===== src/rtl/cla_pkg.sv =====
// Shared constants, sizing helpers and per-stage control payload for the
// pipelined carry-lookahead adder.
package cla_pkg;

    localparam int unsigned GROUP_W = 4;

    function automatic int unsigned num_groups(input int unsigned width);
        return width / GROUP_W;
    endfunction

    function automatic bit width_ok(input int unsigned width);
        return (width >= GROUP_W) && ((width % GROUP_W) == 0);
    endfunction

    // Per-stage control. The width-dependent partial result and remaining
    // operand slices live alongside this in the top, sized by WIDTH.
    typedef struct packed {
        logic valid;
        logic carry;
        logic msb_carry;
    } stage_t;

endpackage


===== src/rtl/cla_adder_pipe_group4.sv =====
// Combinational 4-bit carry-lookahead group: sum, carry-out, carry into
// bit 3 (for signed overflow) and group generate/propagate.
module cla_group4
    import cla_pkg::*;
(
    input  logic [GROUP_W-1:0] a_i,
    input  logic [GROUP_W-1:0] b_i,
    input  logic               cin_i,
    output logic [GROUP_W-1:0] sum_o,
    output logic               cout_o,
    output logic               c3_o,
    output logic               g_o,
    output logic               p_o
);

    logic [GROUP_W-1:0] g;
    logic [GROUP_W-1:0] p;
    logic [GROUP_W-1:0] c;

    assign g = a_i & b_i;
    assign p = a_i ^ b_i;

    // Flattened lookahead equations: every carry is two gate levels deep.
    assign c[0] = cin_i;
    assign c[1] = g[0] | (p[0] & cin_i);
    assign c[2] = g[1] | (p[1] & g[0]) | (p[1] & p[0] & cin_i);
    assign c[3] = g[2] | (p[2] & g[1]) | (p[2] & p[1] & g[0])
                | (p[2] & p[1] & p[0] & cin_i);

    assign g_o    = g[3] | (p[3] & g[2]) | (p[3] & p[2] & g[1])
                  | (p[3] & p[2] & p[1] & g[0]);
    assign p_o    = &p;
    assign cout_o = g_o | (p_o & cin_i);
    assign c3_o   = c[3];
    assign sum_o  = p ^ c;

endmodule


===== src/rtl/cla_adder_pipe.sv =====
// WIDTH-bit pipelined add/subtract: one 4-bit lookahead group per stage,
// group carries registered between stages, valid/ready with global stall.
module cla_adder_pipe
    import cla_pkg::*;
#(
    parameter int unsigned WIDTH = 16
) (
    input  logic             clk,
    input  logic             rst,
    input  logic             in_valid,
    output logic             in_ready,
    input  logic [WIDTH-1:0] a,
    input  logic [WIDTH-1:0] b,
    input  logic             c_in,
    input  logic             sub,
    output logic             out_valid,
    input  logic             out_ready,
    output logic [WIDTH-1:0] sum,
    output logic             c_out,
    output logic             ovf
);

    localparam int unsigned NG        = num_groups(WIDTH);
    localparam int unsigned TOP_SHIFT = WIDTH - GROUP_W;

    if (!width_ok(WIDTH)) begin : g_bad_width
        $error("cla_adder_pipe: WIDTH=%0d must be a positive multiple of %0d",
               WIDTH, GROUP_W);
    end

    logic               en;
    logic [WIDTH-1:0]   b_eff;
    logic               cin_eff;

    logic [GROUP_W-1:0] grp_a    [NG];
    logic [GROUP_W-1:0] grp_b    [NG];
    logic               grp_cin  [NG];
    logic [GROUP_W-1:0] grp_sum  [NG];
    logic               grp_cout [NG];
    logic               grp_c3   [NG];
    logic               grp_g    [NG];
    logic               grp_p    [NG];

    stage_t             stg_q    [NG];
    stage_t             stg_d    [NG];
    logic [WIDTH-1:0]   res_q    [NG];
    logic [WIDTH-1:0]   res_d    [NG];
    logic [WIDTH-1:0]   opa_q    [NG];
    logic [WIDTH-1:0]   opa_d    [NG];
    logic [WIDTH-1:0]   opb_q    [NG];
    logic [WIDTH-1:0]   opb_d    [NG];

    logic               unused_bits;

    // Whole pipeline moves as one; in_ready never looks at in_valid.
    assign en       = !out_valid || out_ready;
    assign in_ready = en;

    // Subtract as a + ~b + ~c_in, i.e. a - b - c_in.
    assign b_eff   = sub ? ~b : b;
    assign cin_eff = c_in ^ sub;

    for (genvar k = 0; k < NG; k++) begin : g_stage
        if (k == 0) begin : g_first
            assign grp_a[k]   = a[GROUP_W-1:0];
            assign grp_b[k]   = b_eff[GROUP_W-1:0];
            assign grp_cin[k] = cin_eff;
        end else begin : g_next
            assign grp_a[k]   = opa_q[k-1][GROUP_W-1:0];
            assign grp_b[k]   = opb_q[k-1][GROUP_W-1:0];
            assign grp_cin[k] = stg_q[k-1].carry;
        end

        cla_group4 u_group (
            .a_i    (grp_a[k]),
            .b_i    (grp_b[k]),
            .cin_i  (grp_cin[k]),
            .sum_o  (grp_sum[k]),
            .cout_o (grp_cout[k]),
            .c3_o   (grp_c3[k]),
            .g_o    (grp_g[k]),
            .p_o    (grp_p[k])
        );
    end

    // Result slices enter at the top and shift down; operands shift down so
    // the next group always reads the low nibble.
    always_comb begin
        stg_d[0].valid     = in_valid;
        stg_d[0].carry     = grp_cout[0];
        stg_d[0].msb_carry = grp_c3[0];
        res_d[0]           = WIDTH'(grp_sum[0]) << TOP_SHIFT;
        opa_d[0]           = a >> GROUP_W;
        opb_d[0]           = b_eff >> GROUP_W;
        for (int unsigned k = 1; k < NG; k++) begin
            stg_d[k].valid     = stg_q[k-1].valid;
            stg_d[k].carry     = grp_cout[k];
            stg_d[k].msb_carry = grp_c3[k];
            res_d[k]           = (res_q[k-1] >> GROUP_W)
                               | (WIDTH'(grp_sum[k]) << TOP_SHIFT);
            opa_d[k]           = opa_q[k-1] >> GROUP_W;
            opb_d[k]           = opb_q[k-1] >> GROUP_W;
        end
    end

    always_ff @(posedge clk or posedge rst) begin
        if (rst) begin
            for (int unsigned k = 0; k < NG; k++) begin
                stg_q[k] <= '0;
                res_q[k] <= '0;
                opa_q[k] <= '0;
                opb_q[k] <= '0;
            end
        end else if (en) begin
            for (int unsigned k = 0; k < NG; k++) begin
                stg_q[k] <= stg_d[k];
                res_q[k] <= res_d[k];
                opa_q[k] <= opa_d[k];
                opb_q[k] <= opb_d[k];
            end
        end
    end

    // Group g/p serve multi-level lookahead, unneeded with per-stage carries;
    // the last stage has no further operands to consume.
    always_comb begin
        unused_bits = ^{opa_q[NG-1], opb_q[NG-1]};
        for (int unsigned k = 0; k < NG; k++) begin
            unused_bits = unused_bits ^ grp_g[k] ^ grp_p[k] ^ stg_q[k].msb_carry;
        end
    end

    assign out_valid = stg_q[NG-1].valid;
    assign sum       = res_q[NG-1];
    assign c_out     = stg_q[NG-1].carry;
    assign ovf       = stg_q[NG-1].carry ^ stg_q[NG-1].msb_carry;

endmodule


===== config.mk =====
export PLATFORM = sky130hd
export DESIGN_NAME = cla_adder_pipe
export DESIGN_NICKNAME = d
export VERILOG_FILES = /design/src/rtl/cla_pkg.sv /design/src/rtl/cla_adder_pipe_group4.sv /design/src/rtl/cla_adder_pipe.sv
export SDC_FILE = /design/constraint.sdc
export NUM_CORES = 1
export LEC_CHECK = 0
export CORE_MARGIN = 3
export CORE_UTILIZATION = 55
export DETAILED_ROUTE_END_ITERATION = 8
export GPL_TIMING_DRIVEN = 1
export HOLD_SLACK_MARGIN = 0.08
export PLACE_DENSITY = 0.8
export SYNTH_ARGS = -nofsm -noshare
export SYNTH_HDL_FRONTEND = slang
export SYNTH_SLANG_ARGS = --single-unit

===== constraint.sdc =====
create_clock -name clk -period 7.1 [get_ports clk]
set_input_delay 1.065 -clock clk [delete_from_list [all_inputs] [get_ports clk]]
set_output_delay 1.065 -clock clk [all_outputs]
set_load 0.05 [all_outputs]

==> flow_results.xml, run 1 <==
<?xml version="1.0" encoding="UTF-8"?>
<metrics>
  <group name="global_routing">
    <metric name="grt_max_degree" unit="">103</metric>
    <metric name="grt_first_pass_wirelength" unit="um">12400</metric>
    <metric name="first_global_vias" unit="">2879</metric>
    <metric name="grt_ovf" unit="">0</metric>
    <metric name="gr-usage-all-layers" unit="%">17.6</metric>
    <metric name="number_of_antenna_violations_at_the_first_check_in_global_routing" unit="">0</metric>
  </group>
  <group name="setup_path">
    <metric name="critical_path_arrival" unit="ns">3.21</metric>
    <metric name="worstSetupEndpointType" unit="">output port</metric>
    <metric name="critical_path.max_stage_delay" unit="ns">0.73</metric>
    <metric name="crit-reg2reg-launch" unit="">out_valid</metric>
    <metric name="worst_setup_path_start_kind" unit="">input port</metric>
    <metric name="cp_common_cell" unit="">sky130_fd_sc_hd__clkdlybuf4s50_1</metric>
    <metric name="crit_path_cell_trace" unit="">clkdlybuf4s50_1 &gt; nor2b_4 &gt; buf_4 &gt; inv_2 &gt; clkdlybuf4s50_1</metric>
    <metric name="worst-endpoint-required" unit="ns">6.03</metric>
    <metric name="path_max_fanout" unit="">102</metric>
    <metric name="reg2regPathDepth" unit="">5</metric>
    <metric name="cpLargestDelayFamily" unit="">buffers and inverters</metric>
    <metric name="timing_worst_setup_path_type" unit="">input port to output port</metric>
    <metric name="worstPathBufferInverterCount" unit="">4</metric>
    <metric name="timing.rr.end" unit="">stg_q[0]</metric>
    <metric name="rrSetupSlack" unit="ns">4.78</metric>
    <metric name="max_stage_delay_cell_worst_path" unit="">sky130_fd_sc_hd__clkdlybuf4s50_1</metric>
  </group>
  <group name="timing">
    <metric name="timing.final.setup_violations" unit="">0</metric>
    <metric name="finalMaxSlewViolations" unit="">0</metric>
    <metric name="finalWorstPathRequiredPeriod" unit="ns">4.27</metric>
    <metric name="hold_viol" unit="">0</metric>
    <metric name="rsz0062_at_grt" unit="">no</metric>
    <metric name="worst_slew_pin_slew" unit="ns">0.951</metric>
    <metric name="finalSetupTns" unit="ns">0</metric>
    <metric name="timing.clock.skew" unit="ns">0.00946</metric>
    <metric name="worst_slack" unit="ns">2.83</metric>
    <metric name="slew_headroom" unit="%">36.6</metric>
    <metric name="min_period_over_period" unit="%">60.2</metric>
    <metric name="fmax" unit="MHz">234</metric>
    <metric name="worst_hold_slack" unit="ns">0.469</metric>
  </group>
  <group name="synth">
    <metric name="ys_ff_latch" unit="">97</metric>
    <metric name="syn-mean-instance-area" unit="um2">9.43</metric>
    <metric name="synth_sequential_area_ratio" unit="%">56.7</metric>
    <metric name="ys_warn_count" unit="">0</metric>
    <metric name="post_synth_inst_count" unit="">454</metric>
    <metric name="synth_top_cell_by_area" unit="">sky130_fd_sc_hd__dfrtp_1</metric>
    <metric name="synth_fp_nets" unit="">512</metric>
    <metric name="synth_top_area_share" unit="%">56.7</metric>
    <metric name="synth_cell_types" unit="">29</metric>
    <metric name="synthTopCellsByArea" unit="">sky130_fd_sc_hd__dfrtp_1 (57%), sky130_fd_sc_hd__nand2_1 (18%), sky130_fd_sc_hd__ha_1 (4.7%)</metric>
    <metric name="post_synth_instance_area" unit="um2">4280</metric>
  </group>
  <group name="layout">
    <metric name="final_layout_size_suffix_gt1_share" unit="%">4.14</metric>
    <metric name="non_filler_cells_final" unit="">606</metric>
    <metric name="fill_cells" unit="">588</metric>
    <metric name="post-route-util" unit="%">68.9</metric>
    <metric name="area_growth" unit="%">19.3</metric>
    <metric name="antenna-diode-count" unit="">0</metric>
    <metric name="nets" unit="">560</metric>
  </group>
  <group name="clock_network">
    <metric name="hold_buffers" unit="">0</metric>
    <metric name="htree_num_levels" unit="">3</metric>
    <metric name="clock-sinks" unit="">97</metric>
    <metric name="cts_tree" unit="">done</metric>
    <metric name="cts-root-to-sink-buffers" unit="">2</metric>
    <metric name="cts_post_setup_buffers_inserted" unit="">0</metric>
    <metric name="clkLatencyLatePin" unit="ns">0.35</metric>
    <metric name="clk_transition_reported_paths" unit="ns">0.08</metric>
    <metric name="post_cts_resize_count" unit="">0</metric>
    <metric name="cts.root.buffer_cell" unit="">sky130_fd_sc_hd__clkbuf_8</metric>
    <metric name="cts_inserted_buffers" unit="">9</metric>
  </group>
  <group name="routing">
    <metric name="drt-vias-per-instance" unit="">4.96</metric>
    <metric name="route.detailed.drc" unit="">0</metric>
    <metric name="wl" unit="um">7250</metric>
    <metric name="ant_nets" unit="">0</metric>
    <metric name="initialDrtViolationCount" unit="">196</metric>
    <metric name="detail_route.wl_per_cell" unit="um">12.0</metric>
    <metric name="1st_pass_router_iterations" unit="">4</metric>
    <metric name="via_count" unit="">3007</metric>
  </group>
  <group name="place">
    <metric name="post-place-cells" unit="">590</metric>
    <metric name="port_buffers" unit="">57</metric>
    <metric name="place_ws" unit="ns">2.86</metric>
    <metric name="gpl.final_weighted_congestion" unit="">0.818</metric>
    <metric name="dp_hpwl" unit="um">4970</metric>
  </group>
  <group name="die">
    <metric name="die_x" unit="um">94.2</metric>
    <metric name="design.die.area" unit="um2">8870</metric>
    <metric name="fp-row-count" unit="">31</metric>
    <metric name="core" unit="um2">7410</metric>
    <metric name="io_pins" unit="">58</metric>
    <metric name="die_h" unit="um">94.2</metric>
    <metric name="effective_utilization_at_floorplan" unit="%">57.8</metric>
  </group>
  <group name="pwr">
    <metric name="power.density_cell_area" unit="nW/um2">444</metric>
    <metric name="power.leakage" unit="nW">2.49</metric>
    <metric name="peakVddDrop" unit="mV">0.155</metric>
  </group>
  <group name="worst_hold_path">
    <metric name="min_to" unit="">grp_b[6]</metric>
    <metric name="min_from" unit="">opb_d[34]</metric>
    <metric name="holdCritPathClass" unit="">flip-flop to flip-flop</metric>
    <metric name="worst_hold_path.num_cells" unit="">2</metric>
  </group>
  <group name="flow_run">
    <metric name="timing.max_cap.violations" unit="">0</metric>
  </group>
  <group name="outcome">
    <metric name="run_status" unit="">completed</metric>
  </group>
</metrics>
==> report_power, final <==
part / switching (W) / internal, W / leakage (nW)
clock: 0.000173 / 0.000199 / 0.102
sequential: 0.000138 / 0.000798 / 1.17
combinational: 0.000590 / 0.000370 / 1.22
==> how the worst max path moves through the flow <==
stage / startpoint / end / slack [ns] / cells after the start
global placement: out_ready / in_ready / 2.88 / 5
CTS: out_ready / in_ready / 2.85 / 5
finish: out_ready / in_ready / 2.83 / 5
global route: out_ready / in_ready / 2.74 / 5
floorplan: rst / c_out / 3.50 / 1
detailed placement: out_ready / in_ready / 2.86 / 5
==> metrics by stage <==
stage                     power [W]  area (um2)
final                       0.00227        5100
after floorplan             0.00164        4280
after global routing        0.00245        5100
after CTS                   0.00229        5100
after detailed placement    0.00192        4900
after global placement      0.00187        4900
==> synth_stat cells, drive strengths merged <==
master,number
nor3,1
ha,16
clkbuf,6
inv,8
o31ai,2
xor2,8
nand2,208
nand2b,1
o21a,1
xnor2,17
buf,17
o21ai,27
fa,4
nand3,1
nor2b,1
and3,1
a21oi,11
o211ai,1
a22o,1
a211oi,8
o21bai,3
mux2,1
nor2,8
a21o,4
dfrtp,97
a311oi,1
==> registers in the layout, indices dropped and copies added, names as in the netlist <==
register and cells:
out_valid 1, opb_d 12, sum 16, stg_d 3, grp_cin 3, opa_d 12, grp_b 12, grp_a 12
stg_q 1, res_q 24, c_out 1
==> worst register-to-register path, delay by kind of cell, from the launching register on <==
kind	cells	cell delay, ns
and+or+nand+nor	1	0.12
muxes	1	0.43
DFF	1	0.39
buffers and inverters	3	1.27
==> logic make-up after synthesis <==
kind of cell,after synthesis,synth area share [%]
flops,97,56.7
compound gates,59,8.39
buf+inv,31,3.16
simple gates,221,19.6
mux,1,0.263
xor+xnor,25,5.29
fa+ha+maj,20,6.55
==> per-layer routing <==
layer / global-route usage, % / up-vias / wire length, um / part of all wire [%]
li1: - / 1539 / - / -
met1: 22.2 / 1404 / 3400 / 47
met2: 30.0 / 58 / 3440 / 48
met3: 2.80 / 6 / 315 / 4.3
met4: 7.94 / 0 / 82 / 1.1
met5: 0 / - / 0 / 0
==> placed cells by master, fill, tap and decap left out, types with 3 or more instances in the layout <==
cell and count:
sky130_fd_sc_hd__a21oi_1 11, sky130_fd_sc_hd__a21o_1 4, sky130_fd_sc_hd__fa_1 4, sky130_fd_sc_hd__xor2_1 7, sky130_fd_sc_hd__dfrtp_1 97, sky130_fd_sc_hd__o21bai_1 3, sky130_fd_sc_hd__nand2_1 208, sky130_fd_sc_hd__buf_4 3
sky130_fd_sc_hd__o21ai_0 27, sky130_fd_sc_hd__inv_1 6, sky130_fd_sc_hd__clkbuf_1 4, sky130_fd_sc_hd__clkdlybuf4s50_1 57, sky130_fd_sc_hd__ha_1 16, sky130_fd_sc_hd__nor2_1 8, sky130_fd_sc_hd__xnor2_1 17, sky130_fd_sc_hd__clkbuf_8 9
sky130_fd_sc_hd__a211oi_1 8
==> final cells by class <==
cell class	count	area, um2	share of cell area (%)
Tap cell	99	124	2.43
Timing Repair Buffer	60	593	11.6
Inverter	8	32.5	0.637
Multi-Input combinational cell	326	1720	33.8
Sequential cell	97	2430	47.5
Clock inverter	3	65.1	1.27
Clock buffer	13	139	2.72
(Power assumes the default switching activity.)
==> run 2, diff against run 1 <==
Settings changed: CORE_UTILIZATION 55 to 49, PLACE_DENSITY 0.8 to 0.75.
Clock period 7.1 ns to 3.9 ns, I/O delays scaled along.
==> run 2 against run 1 <==
Clock power up 95%. Sequential power up 83%. Power up 86%. Register-to-register slack worse by 2.5 ns. Die area up 11%. Sequential share of layout area down 0.52 points. First-iteration DRC count down 32%. Critical path depth up 3. Worst hold slack worse by 0.0041 ns. Combinational power up 85%. Via count up 1.7%. Flip-flop and latch count unchanged. Critical path type is now input port to flip-flop. Critical endpoint is now res_q[63]. Largest power group unchanged.
==> flow_results.xml, run 2 (synthesis gave the netlist of run 1 again) <==
<?xml version="1.0" encoding="UTF-8"?>
<metrics>
  <group name="global_routing">
    <metric name="gr-usage-all-layers" unit="%">17.2</metric>
    <metric name="groute.layer.met3.usage" unit="%">3.65</metric>
    <metric name="first_global_vias" unit="">3067</metric>
    <metric name="grtUsageMet1" unit="%">23.1</metric>
    <metric name="grt_max_degree" unit="">102</metric>
    <metric name="met2_usage" unit="%">27.5</metric>
    <metric name="grt_first_pass_wirelength" unit="um">13800</metric>
    <metric name="grt_most_used_layer" unit="">met2</metric>
    <metric name="grt_ovf" unit="">0</metric>
    <metric name="number_of_antenna_violations_at_the_first_check_in_global_routing" unit="">0</metric>
  </group>
  <group name="clock_network">
    <metric name="cts-root-to-sink-buffers" unit="">2</metric>
    <metric name="post_cts_resize_count" unit="">0</metric>
    <metric name="htree_num_levels" unit="">3</metric>
    <metric name="cts_tree" unit="">done</metric>
    <metric name="hold_buffers" unit="">0</metric>
    <metric name="cts.root.buffer_cell" unit="">sky130_fd_sc_hd__clkbuf_8</metric>
    <metric name="cts_post_setup_buffers_inserted" unit="">0</metric>
    <metric name="clock-sinks" unit="">97</metric>
    <metric name="cts_inserted_buffers" unit="">9</metric>
    <metric name="clk_transition_reported_paths" unit="ns">0.09</metric>
    <metric name="clkLatencyLatePin" unit="ns">0.36</metric>
  </group>
  <group name="timing">
    <metric name="rsz0062_at_grt" unit="">no</metric>
    <metric name="worst_slew_pin_slew" unit="ns">0.930</metric>
    <metric name="timing.clock.skew" unit="ns">0.00787</metric>
    <metric name="finalWorstPathRequiredPeriod" unit="ns">2.42</metric>
    <metric name="finalMaxSlewViolations" unit="">0</metric>
    <metric name="min_period_over_period" unit="%">62.0</metric>
    <metric name="finalSetupTns" unit="ns">0</metric>
    <metric name="fmax" unit="MHz">413</metric>
    <metric name="timing.final.setup_violations" unit="">0</metric>
    <metric name="worst_slack" unit="ns">1.48</metric>
    <metric name="slew_headroom" unit="%">38.0</metric>
    <metric name="hold_viol" unit="">0</metric>
  </group>
  <group name="setup_path">
    <metric name="path_max_fanout" unit="">17</metric>
    <metric name="crit-reg2reg-launch" unit="">grp_b[8]</metric>
    <metric name="critical_path.max_stage_delay" unit="ns">0.45</metric>
    <metric name="max_stage_delay_cell_worst_path" unit="">sky130_fd_sc_hd__clkdlybuf4s50_1</metric>
    <metric name="crit_path_cell_trace" unit="">clkdlybuf4s50_1 &gt; buf_4 &gt; xor2_1 &gt; ha_1 &gt; and3_1 &gt; a22o_4 &gt; o21a_1 &gt; o31ai_1</metric>
    <metric name="worst_setup_path_start_kind" unit="">input port</metric>
    <metric name="worst-endpoint-required" unit="ns">4.17</metric>
    <metric name="timing_worst_setup_path_type" unit="">input port to flip-flop</metric>
    <metric name="critPathLaunch" unit="">sub</metric>
    <metric name="worstSetupEndpointType" unit="">flip-flop</metric>
    <metric name="critical_path_arrival" unit="ns">2.69</metric>
    <metric name="reg2regPathDepth" unit="">5</metric>
  </group>
  <group name="flow_run">
    <metric name="timing.max_cap.violations" unit="">0</metric>
  </group>
  <group name="worst_hold_path">
    <metric name="holdCritPathClass" unit="">flip-flop to flip-flop</metric>
    <metric name="worst_hold_path.num_cells" unit="">1</metric>
    <metric name="min_from" unit="">stg_d[2]</metric>
  </group>
  <group name="routing">
    <metric name="initialDrtViolationCount" unit="">134</metric>
    <metric name="route.detailed.drc" unit="">0</metric>
    <metric name="drt-vias-per-instance" unit="">4.98</metric>
    <metric name="wl" unit="um">7670</metric>
    <metric name="ant_nets" unit="">0</metric>
    <metric name="via_count" unit="">3058</metric>
    <metric name="detail_route.wl_per_cell" unit="um">12.5</metric>
    <metric name="1st_pass_router_iterations" unit="">4</metric>
  </group>
  <group name="place">
    <metric name="place_ws" unit="ns">1.09</metric>
    <metric name="gpl.final_weighted_congestion" unit="">0.787</metric>
    <metric name="dp_hpwl" unit="um">5270</metric>
    <metric name="port_buffers" unit="">57</metric>
  </group>
  <group name="layout">
    <metric name="largest_register_ff_count" unit="">24</metric>
    <metric name="final_layout_size_suffix_gt1_share" unit="%">5.50</metric>
    <metric name="largest_reg_by_ff_count" unit="">res_q</metric>
    <metric name="mostFrequentLayoutCell" unit="">sky130_fd_sc_hd__nand2_1</metric>
    <metric name="area_growth" unit="%">20.6</metric>
    <metric name="layout_common_cells" unit="">sky130_fd_sc_hd__nand2_1 (208), sky130_fd_sc_hd__dfrtp_1 (97), sky130_fd_sc_hd__clkdlybuf4s50_1 (56), sky130_fd_sc_hd__o21ai_0 (27), sky130_fd_sc_hd__xnor2_1 (17)</metric>
    <metric name="nets" unit="">562</metric>
    <metric name="antenna-diode-count" unit="">0</metric>
  </group>
  <group name="die">
    <metric name="die_h" unit="um">99.5</metric>
    <metric name="die_x" unit="um">99.5</metric>
    <metric name="effective_utilization_at_floorplan" unit="%">51.3</metric>
    <metric name="io_pins" unit="">58</metric>
    <metric name="fp-row-count" unit="">33</metric>
    <metric name="core" unit="um2">8340</metric>
    <metric name="design.die.area" unit="um2">9890</metric>
  </group>
  <group name="pwr">
    <metric name="power.leakage" unit="nW">2.52</metric>
    <metric name="power.density_cell_area" unit="nW/um2">815</metric>
    <metric name="peakVddDrop" unit="mV">0.350</metric>
  </group>
  <group name="outcome">
    <metric name="run_status" unit="">completed</metric>
  </group>
</metrics>
[run 2: cell type report]
class	instances	area (um2)
inverter	8	32.5
tap	105	131
multi-input combinational	326	1720
clock inverter	6	90.1
clock buffer	10	138
sequential	97	2430
fill	719	3180
timing repair buffer	62	618
[run 2: routing by layer]
| metal | share of wire, % | vias to the layer above |
|---|---|---|
| li1 | - | 1546 |
| met1 | 47 | 1434 |
| met2 | 46 | 68 |
| met3 | 4.5 | 10 |
| met4 | 1.8 | 0 |
| met5 | 0 | - |
[run 2: power breakdown]
part           switching (W)  internal [W]  leakage [nW]  total, W
clock               0.000345      0.000381         0.113  0.000725
sequential          0.000255       0.00145          1.17   0.00171
combinational        0.00109      0.000684          1.24   0.00177
total                0.00169       0.00252          2.52   0.00421
[run 2: final timing paths]
path / slack [ns] / end
setup reg to reg: 2.24 / grp_cin[1]
max in group asynchronous: 2.52 / grp_a[1]
hold / removal: 0.47 / out_valid
hold reg to reg: 0.47 / out_valid
min in group asynchronous: 0.62 / sum[2]
setup / recovery: 1.48 / res_q[63]
[run 2: stage by stage]
stage	utilization (%)	area, um2	std cells	hold WS (ns)	power, W
global route	61.9	5160	614	0.498	0.00455
global placement	59.2	4930	598	0.444	0.00343
CTS	61.9	5160	614	0.469	0.00425
detailed placement	59.2	4930	598	0.447	0.00351
finish	61.9	5160	614	0.465	0.00421
floorplan	-	4280	454	0.430	0.00299
[run 2: worst max-delay path, delay by kind of cell]
family / cells / cell delay (ns)
AND/OR/NAND/NOR: 1 / 0.19
adder cells (fa/ha/maj): 1 / 0.30
XOR/XNOR: 1 / 0.28
buffers and inverters: 2 / 0.73
AO/OA/AOI/OAI: 3 / 0.61
==> run 3, diff against run 2 <==
Clock period 3.9 ns to 2.1 ns, I/O delays scaled along.
==> run 3 against run 2 <==
Non-clock buffer count rose by 5. First-iteration DRC count decreased by 35%. Setup slack worse by 1.4 ns. Final area increased by 2.0%. Global-route usage down 0.70 points. Critical path type is now flip-flop to output port. Critical endpoint is now ovf. Largest cell class unchanged.
==> flow_results.xml, run 3 (synthesis gave the netlist of run 1 again) <==
<?xml version="1.0" encoding="UTF-8"?>
<metrics>
  <group name="die">
    <metric name="fp-row-count" unit="">33</metric>
    <metric name="die_h" unit="um">99.5</metric>
    <metric name="design.die.area" unit="um2">9890</metric>
    <metric name="core" unit="um2">8340</metric>
    <metric name="io_pins" unit="">58</metric>
    <metric name="die_x" unit="um">99.5</metric>
    <metric name="effective_utilization_at_floorplan" unit="%">51.3</metric>
  </group>
  <group name="clock_network">
    <metric name="clkLatencyLatePin" unit="ns">0.35</metric>
    <metric name="cts_post_setup_buffers_inserted" unit="">0</metric>
    <metric name="hold_buffers" unit="">0</metric>
    <metric name="post_cts_resize_count" unit="">0</metric>
    <metric name="htree_num_levels" unit="">3</metric>
    <metric name="cts_tree" unit="">done</metric>
    <metric name="cts_inserted_buffers" unit="">9</metric>
    <metric name="cts-root-to-sink-buffers" unit="">2</metric>
    <metric name="cts.root.buffer_cell" unit="">sky130_fd_sc_hd__clkbuf_8</metric>
    <metric name="clk_transition_reported_paths" unit="ns">0.08</metric>
    <metric name="clock-sinks" unit="">97</metric>
  </group>
  <group name="global_routing">
    <metric name="grt_max_degree" unit="">102</metric>
    <metric name="gr-usage-all-layers" unit="%">16.5</metric>
    <metric name="grt_ovf" unit="">0</metric>
    <metric name="number_of_antenna_violations_at_the_first_check_in_global_routing" unit="">0</metric>
    <metric name="first_global_vias" unit="">2969</metric>
    <metric name="grt_first_pass_wirelength" unit="um">13200</metric>
  </group>
  <group name="timing">
    <metric name="hold_viol" unit="">0</metric>
    <metric name="timing.final.setup_violations" unit="">0</metric>
    <metric name="timing.clock.skew" unit="ns">0.00722</metric>
    <metric name="finalSetupTns" unit="ns">0</metric>
    <metric name="rsz0062_at_grt" unit="">no</metric>
    <metric name="worst_slew_pin_slew" unit="ns">0.546</metric>
    <metric name="slew_headroom" unit="%">63.5</metric>
    <metric name="finalWorstPathRequiredPeriod" unit="ns">2.01</metric>
    <metric name="min_period_over_period" unit="%">95.8</metric>
    <metric name="finalMaxSlewViolations" unit="">0</metric>
    <metric name="fmax" unit="MHz">497</metric>
  </group>
  <group name="setup_path">
    <metric name="path_max_fanout" unit="">2</metric>
    <metric name="worstSetupEndpointType" unit="">output port</metric>
    <metric name="worst-endpoint-required" unit="ns">1.78</metric>
    <metric name="timing_worst_setup_path_type" unit="">flip-flop to output port</metric>
    <metric name="worst_setup_path_start_kind" unit="">flip-flop</metric>
    <metric name="critical_path_arrival" unit="ns">1.70</metric>
    <metric name="rrSetupSlack" unit="ns">0.46</metric>
  </group>
  <group name="routing">
    <metric name="route.detailed.drc" unit="">0</metric>
    <metric name="ant_nets" unit="">0</metric>
    <metric name="wl" unit="um">7690</metric>
    <metric name="drt-vias-per-instance" unit="">4.92</metric>
    <metric name="via_count" unit="">3040</metric>
    <metric name="initialDrtViolationCount" unit="">87</metric>
    <metric name="1st_pass_router_iterations" unit="">4</metric>
    <metric name="detail_route.wl_per_cell" unit="um">12.4</metric>
  </group>
  <group name="layout">
    <metric name="multiInputGateArea" unit="um2">1720</metric>
    <metric name="antenna-diode-count" unit="">0</metric>
    <metric name="final_layout_size_suffix_gt1_share" unit="%">6.04</metric>
    <metric name="nets" unit="">567</metric>
    <metric name="mostFrequentLayoutCell" unit="">sky130_fd_sc_hd__nand2_1</metric>
    <metric name="largest_register_ff_count" unit="">24</metric>
    <metric name="largest_reg_by_ff_count" unit="">res_q</metric>
    <metric name="final-seq-area" unit="um2">2430</metric>
    <metric name="layout_common_cells" unit="">sky130_fd_sc_hd__nand2_1 (208), sky130_fd_sc_hd__dfrtp_1 (97), sky130_fd_sc_hd__clkdlybuf4s50_1 (55), sky130_fd_sc_hd__o21ai_0 (27), sky130_fd_sc_hd__xnor2_1 (17)</metric>
    <metric name="fill_cells" unit="">705</metric>
    <metric name="area_growth" unit="%">23.1</metric>
    <metric name="non_filler_cells_final" unit="">618</metric>
  </group>
  <group name="place">
    <metric name="port_buffers" unit="">57</metric>
    <metric name="post-place-cells" unit="">603</metric>
    <metric name="dp_hpwl" unit="um">5310</metric>
    <metric name="gpl.final_weighted_congestion" unit="">0.833</metric>
  </group>
  <group name="outcome">
    <metric name="run_status" unit="">completed</metric>
  </group>
  <group name="worst_hold_path">
    <metric name="holdCritPathClass" unit="">input port to async pin</metric>
  </group>
  <group name="flow_run">
    <metric name="timing.max_cap.violations" unit="">0</metric>
  </group>
  <group name="pwr">
    <metric name="power.leakage" unit="nW">2.57</metric>
    <metric name="power.density_cell_area" unit="nW/um2">1500</metric>
    <metric name="power.total" unit="W">0.00789</metric>
    <metric name="peakVddDrop" unit="mV">0.524</metric>
  </group>
</metrics>
-- run 3: changes by cell type in the layout (fill, tap and decap cells not counted), sizes merged --
| cell | change |
|---|---|
| inv | -2 |
| buf | +5 |
| clkinv | -2 |
| dlymetal6s2s | +1 |
| clkbuf | +3 |
| clkdlybuf4s50 | -1 |
-- run 3: layout make-up --
class                           count  area share (%)
Clock buffer                       13            3.21
Clock inverter                      2            1.14
Inverter                            8           0.641
Multi-Input combinational cell    326            32.7
Sequential cell                    97            46.1
Tap cell                          105            2.49
Timing Repair Buffer               67            13.7
-- run 3: per-layer routing --
layer / share of wire, % / GRT usage [%] / routed length, um / up-vias
met1: 50 / 22.7 / 3810 / 1412
met4: 2.1 / 6.72 / 160 / 0
li1: - / - / - / 1558
met2: 45 / 26.1 / 3460 / 56
met3: 3.4 / 3.02 / 259 / 14
met5: 0 / 0 / 0 / -
-- run 3: worst max-delay path, stage by stage (launching register included) --
cell and delay [ns]:
sky130_fd_sc_hd__dfrtp_1 0.39, sky130_fd_sc_hd__xor2_1 0.15, sky130_fd_sc_hd__clkdlybuf4s50_1 0.81
-- run 3: final timing paths --
path,start,endpoint,depth (start not counted)
worst max register to register,grp_b[8],grp_cin[1],5
worst max-delay path,stg_q[0],ovf,2
worst min-delay path,rst,res_q[60],2
min in group clk,sum[4],sum[4],2
worst min register to register,sum[4],sum[4],2
max in group asynchronous,rst,opa_d[35],3
-- run 3: power breakdown --
group          switching (W)  internal, W
Clock               0.000596     0.000763
Combinational        0.00204      0.00133
Sequential          0.000465      0.00270
-- run 3: metrics by stage --
stage / utilization, % / instance area [um2] / hold slack (ns) / worst slack [ns]
after detailed placement: 60.4 / 5030 / 0.455 / -0.305
after global routing: 63.1 / 5270 / 0.411 / 0.00908
final: 63.1 / 5270 / 0.383 / 0.0886
after floorplan: - / 4280 / 0.427 / 0.0299
after global placement: 60.4 / 5030 / 0.442 / -0.205
after CTS: 63.1 / 5260 / 0.369 / 0.0547
==> edit 1 (settings of run 1) <==
Put a register stage on the output `ovf`, cleared by the reset. The value now appears one clock later. The other outputs are not delayed to match.
--- a/src/rtl/cla_adder_pipe.sv
+++ b/src/rtl/cla_adder_pipe.sv
@@ -133,7 +133,13 @@
     assign out_valid = stg_q[NG-1].valid;
     assign sum       = res_q[NG-1];
     assign c_out     = stg_q[NG-1].carry;
-    assign ovf       = stg_q[NG-1].carry ^ stg_q[NG-1].msb_carry;
+    always_ff @(posedge clk or posedge rst) begin
+        if (rst) begin
+            ovf <= '0;
+        end else begin
+            ovf <= stg_q[NG-1].carry ^ stg_q[NG-1].msb_carry;
+        end
+    end
 
 endmodule
 
Formal check against the unedited RTL: not equivalent (Yosys sat finds a counterexample within 10 cycles, from zero or initial values and one cycle with rst high).
==> edit 1 against run 1 <==
Final area is 0.51% higher. Setup slack better by 0.026 ns. Sequential cell count is 1 higher. Synthesized area is 0.58% higher. Routed wire length is 7.4% higher. Total power is 0.40% higher. First-iteration DRC count is 0.51% lower. Critical endpoint unchanged.
==> edit 1: results (changes against run 1) <==
ROUTED_WL_UM=7783  # was 7245 um
STATIC-LEAKAGE-POWER_uW=0.002502  # was 0.002491 uW
IO_BUFFERS=57  # unchanged
WORST_IR_DROP_VDD_uV=175.8  # was 154.8 uV
GRT_PASS1_VIAS=2971  # was 2879
STDCELL_COUNT=607  # was 606
POST-PLACE-WS_NS=2.869  # was 2.856 ns
TIMING.CRITICAL_PATH.SLOWEST_STAGE_CELL='sky130_fd_sc_hd__buf_4'  # was sky130_fd_sc_hd__clkdlybuf4s50_1
LAYOUT.FILLER_CELLS=581  # was 588
CRITICAL_PATH.TOP_DELAY_FAMILY='buffers and inverters'  # unchanged
DP.CELLS=591  # was 590
POST_SYNTH_INST_COUNT=455  # was 454
FINAL.SETUP_SKEW_NS=0.005216  # was 0.009461 ns
NETSWITCHINGPOWER_uW=914.9  # was 900.0 uW
DP_HPWL_UM=5242  # was 4973 um
FINAL_LAYOUT_SIZE_SUFFIX_GT1_SHARE_PCT=4.528  # was 4.142%
CLOCK_POWER_SHARE_PCT=16.1  # was 16.4%
AREA.GROWTH.SYNTH_TO_FINAL_PCT=19.22  # was 19.30%
PLACED_INST_AREA_MM2=0.004926  # was 0.004901 mm2
NNETSFINAL=561  # was 560
POWER-PER-CELL-AREA_mW_PER_MM2=443.5  # was 444.0 mW/mm2
ROUTABILITYCONGESTION=0.8014  # was 0.8175
ROUTED_VIA_DENSITY=5.048  # was 4.962
STATUS='completed'  # unchanged
SYNTH-SEQ-AREA-SHARE_PCT=56.98  # was 56.73%
RELSLEWSLACK_PCT=35.57  # was 36.60%
WHS_PATH_DEPTH=1  # was 2
ARRIVAL_NS=3.18  # was 3.21 ns
SYNTH.CELLS.MOST_FREQUENT='sky130_fd_sc_hd__nand2_1 (208), sky130_fd_sc_hd__dfrtp_1 (98), sky130_fd_sc_hd__o21ai_0 (27)'  # was sky130_fd_sc_hd__nand2_1 (208), sky130_fd_sc_hd__dfrtp_1 (97), sky130_fd_sc_hd__o21ai_0 (27)
WIRE_LENGTH_OF_THE_FIRST_GLOBAL_ROUTING_PASS_UM=13480  # was 12450 um
POST_SYNTH_MAIN_AREA_CONTRIBUTORS='sky130_fd_sc_hd__dfrtp_1 (57%), sky130_fd_sc_hd__nand2_1 (18%), sky130_fd_sc_hd__ha_1 (4.7%), sky130_fd_sc_hd__xnor2_1 (3.5%), sky130_fd_sc_hd__o21ai_0 (3.1%)'  # was sky130_fd_sc_hd__dfrtp_1 (57%), sky130_fd_sc_hd__nand2_1 (18%), sky130_fd_sc_hd__ha_1 (4.7%), sky130_fd_sc_hd__xnor2_1 (3.5%), sky130_fd_sc_hd__o21ai_0 (3.2%)
DETAILEDROUTE.FIRSTITERATIONVIOLATIONS=195  # was 196
GRT_USE_TOTAL_PCT=19.31  # was 17.65%
POWER.SHARE.COMBINATIONAL_PCT=42.4  # was 42.3%
## edit 1: cell count changes in the layout (fill, tap and decap cells not counted)
cell and change:
sky130_fd_sc_hd__clkinvlp_4 +1, sky130_fd_sc_hd__bufinv_16 -1, sky130_fd_sc_hd__clkbuf_8 +2, sky130_fd_sc_hd__clkbuf_1 -2
sky130_fd_sc_hd__dfrtp_1 +1, sky130_fd_sc_hd__clkinv_2 -1, sky130_fd_sc_hd__inv_6 +1
## edit 1: layout make-up
type | instances | share of cell area [%]
sequential | 98 | 47.79
clock inverter | 3 | 0.9022
timing repair buffer | 60 | 11.56
multi-input combinational | 326 | 33.60
tap | 99 | 2.414
inverter | 8 | 0.6340
clock buffer | 13 | 3.097
## edit 1: kinds of logic (layout without fill, tap and decap cells)
kind of cell             count (synthesis)  after routing  synth area share [%]
AND/OR/NAND/NOR                        221            221                 19.51
flip-flops                              98             98                 56.98
AO/OA/AOI/OAI                           59             59                 8.343
buffers and inverters                   31             84                 3.140
XOR/XNOR                                25             25                 5.262
adder cells (fa/ha/maj)                 20             20                 6.512
multiplexers                             1              1                0.2616
## edit 1: metal layers
| metal | up-vias | routed length [um] | global-route usage, % |
|---|---|---|---|
| met5 | - | 0 | 0 |
| met4 | 0 | 135 | 6.731 |
| met3 | 12 | 271 | 4.303 |
| met2 | 57 | 3718 | 30.67 |
| met1 | 1456 | 3658 | 26.43 |
| li1 | 1539 | - | - |
## edit 1: worst paths after layout
path	from	to	slack, ns
max in group asynchronous	rst	grp_a[1]	4.89
setup reg to reg	out_valid	stg_q[0]	4.79
hold / removal	stg_q[0]	ovf	0.47
setup / recovery	out_ready	in_ready	2.85
hold reg to reg	stg_q[0]	ovf	0.47
min in group asynchronous	rst	opa_d[39]	0.98
==> edit 2 (flow settings as in run 1) <==
Made on the original files. The parameter `WIDTH` goes from 16 to 8.
--- a/src/rtl/cla_adder_pipe.sv
+++ b/src/rtl/cla_adder_pipe.sv
@@ -3,7 +3,7 @@
 module cla_adder_pipe
     import cla_pkg::*;
 #(
-    parameter int unsigned WIDTH = 16
+    parameter int unsigned WIDTH = 8
 ) (
     input  logic             clk,
     input  logic             rst,
Interface: changed (resized a, b and sum); port bits go from 58 to 34. No check against the original RTL was run, so the function may have changed too.
==> edit 2 against run 1 <==
Routed wire length decreased by 65%. Via count decreased by 66%. Synthesized area decreased by 69%. Sequential cell count decreased by 72. Setup slack got worse by 0.013 ns. Critical endpoint unchanged. Worst hold slack improved by 0.015 ns. Total power decreased by 77%. Sequential share of layout area decreased by 10 points. Combinational power decreased by 73%. Register-to-register slack improved by 0.65 ns. Final area decreased by 67%. Largest cell class is now multi-input combinational cells. Non-clock buffer count decreased by 26.
==> edit 2: results (changes against run 1) <==
CRITPATHMAXFANOUT=27  # was 102
CTS-ROOT-BUF='sky130_fd_sc_hd__clkbuf_4'  # was sky130_fd_sc_hd__clkbuf_8
POST_SYNTH_MAIN_AREA_CONTRIBUTORS='sky130_fd_sc_hd__dfrtp_1 (48%), sky130_fd_sc_hd__nand2_1 (11%), sky130_fd_sc_hd__ha_1 (7.6%), sky130_fd_sc_hd__xor2_1 (4.7%), sky130_fd_sc_hd__xnor2_1 (4.0%)'  # was sky130_fd_sc_hd__dfrtp_1 (57%), sky130_fd_sc_hd__nand2_1 (18%), sky130_fd_sc_hd__ha_1 (4.7%), sky130_fd_sc_hd__xnor2_1 (3.5%), sky130_fd_sc_hd__o21ai_0 (3.2%)
GRT_START_MAX_NET_PINS=28  # was 103
CTS.CLK_SLEW.WORST_PATHS_NS=0.12  # was 0.08 ns
CTS-BUFFERS-INSERTED=3  # was 9
REGTOREGSETUPSLACK_NS=5.43  # was 4.78 ns
SYNTHESIS.NETS=166  # was 512
ADDER_AND_MAJORITY_CELL_FRACTION_OF_THE_SYNTHESIZED_AREA_PCT=10.67  # was 6.550%
WIRE_PER_INST_UM=13.04  # was 11.96 um
WIRE_LENGTH_OF_THE_FIRST_GLOBAL_ROUTING_PASS_UM=3891  # was 12450 um
WORST_SKEW_PAIR.LATE_LATENCY_NS=0.31  # was 0.35 ns
DETAILEDROUTE.FIRSTITERATIONVIOLATIONS=17  # was 196
RELSLEWSLACK_PCT=37.51  # was 36.60%
LARGEST_REG_FLOPS=8  # was 24
MULTIPLEXER_AREA_FRACTION_AFTER_SYNTHESIS_PCT=0  # was 0.2632%
IO_BUFFERS=33  # was 57
STATUS='completed'  # unchanged
WORST_IR_DROP_VDD_uV=225.1  # was 154.8 uV
FINAL.SETUP_SKEW_NS=0.01002  # was 0.009461 ns
NNETSFINAL=199  # was 560
STATIC-LEAKAGE-POWER_uW=0.0007773  # was 0.002491 uW
HTREEDEPTH=1  # was 3
GRT_USE_TOTAL_PCT=18.61  # was 17.65%
DETAILROUTE.VIA_COUNT=1010  # was 3007
==> edit 2: cell types whose count changed in the layout (fill, tap and decap cells not counted), moves of 9 or more <==
cell / run 1 / this run
sky130_fd_sc_hd__clkdlybuf4s50_1: 57 / 33
sky130_fd_sc_hd__o21ai_0: 27 / 9
sky130_fd_sc_hd__clkbuf_8: 9 / 0
sky130_fd_sc_hd__dfrtp_1: 97 / 25
sky130_fd_sc_hd__xnor2_1: 17 / 6
sky130_fd_sc_hd__nand2_1: 208 / 38
==> edit 2: final timing paths <==
kind                       startpoint   endpoint  cells after the start
setup reg to reg             grp_b[1]     sum[7]                      5
setup / recovery            out_ready   in_ready                      5
min in group asynchronous         rst   grp_b[0]                      2
hold reg to reg              stg_d[2]  out_valid                      1
hold / removal               stg_d[2]  out_valid                      1
max in group asynchronous         rst     sum[5]                      2
==> edit 2: worst max-delay path: cells and delay by family <==
kind          cells  cell delay, ns
simple gates      1            0.04
buf+inv           4            2.11
==> edit 2: power by group <==
group          internal (uW)  leakage, uW  total [uW]  switching [uW]
Clock                   22.0    0.0000150        61.1            39.1
Sequential               180     0.000298         202            22.1
Combinational           96.4     0.000464         259             162
==> edit 2: cells by family after synthesis <==
logic type / Yosys count
xor gates and xnor gates: 14
AOI/OAI and AO/OA: 25
buffers and inverters: 12
DFF: 25
and+or+nand+nor: 48
adders and majority gates: 10
==> edit 2: area by class of cell <==
type | count | share of cell area [%]
repair buffers | 34 | 20.09
inverters | 6 | 1.339
flip-flops and latches | 25 | 37.20
multi-input cells | 97 | 37.72
well taps | 28 | 2.083
clock buffers | 4 | 1.563
==> edit 2: stage by stage <==
| stage | cell area (um2) | total power [uW] | util [%] | instances | hold slack (ns) |
|---|---|---|---|---|---|
| 5_1_grt | 1682 | 553.6 | 75.29 | 194 | 0.5152 |
| 3_5_place_dp | 1655 | 465.7 | 74.12 | 190 | 0.4582 |
| 4_1_cts | 1682 | 528.0 | 75.29 | 194 | 0.4889 |
| 2_1_floorplan | 1314 | 379.2 | - | 134 | 0.4300 |
| 3_3_place_gp | 1655 | 457.1 | 74.12 | 190 | 0.4446 |
| 6_report | 1682 | 522.0 | 75.29 | 194 | 0.4839 |
==> edit 2: layer usage <==
metal / vias to the layer above / GRT usage [%] / part of all wire [%]
met5: - / 0 / 0
met4: 0 / 10.79 / 2.3
met3: 8 / 3.270 / 5.1
met2: 28 / 32.68 / 50
met1: 472 / 20.80 / 43
li1: 502 / - / -
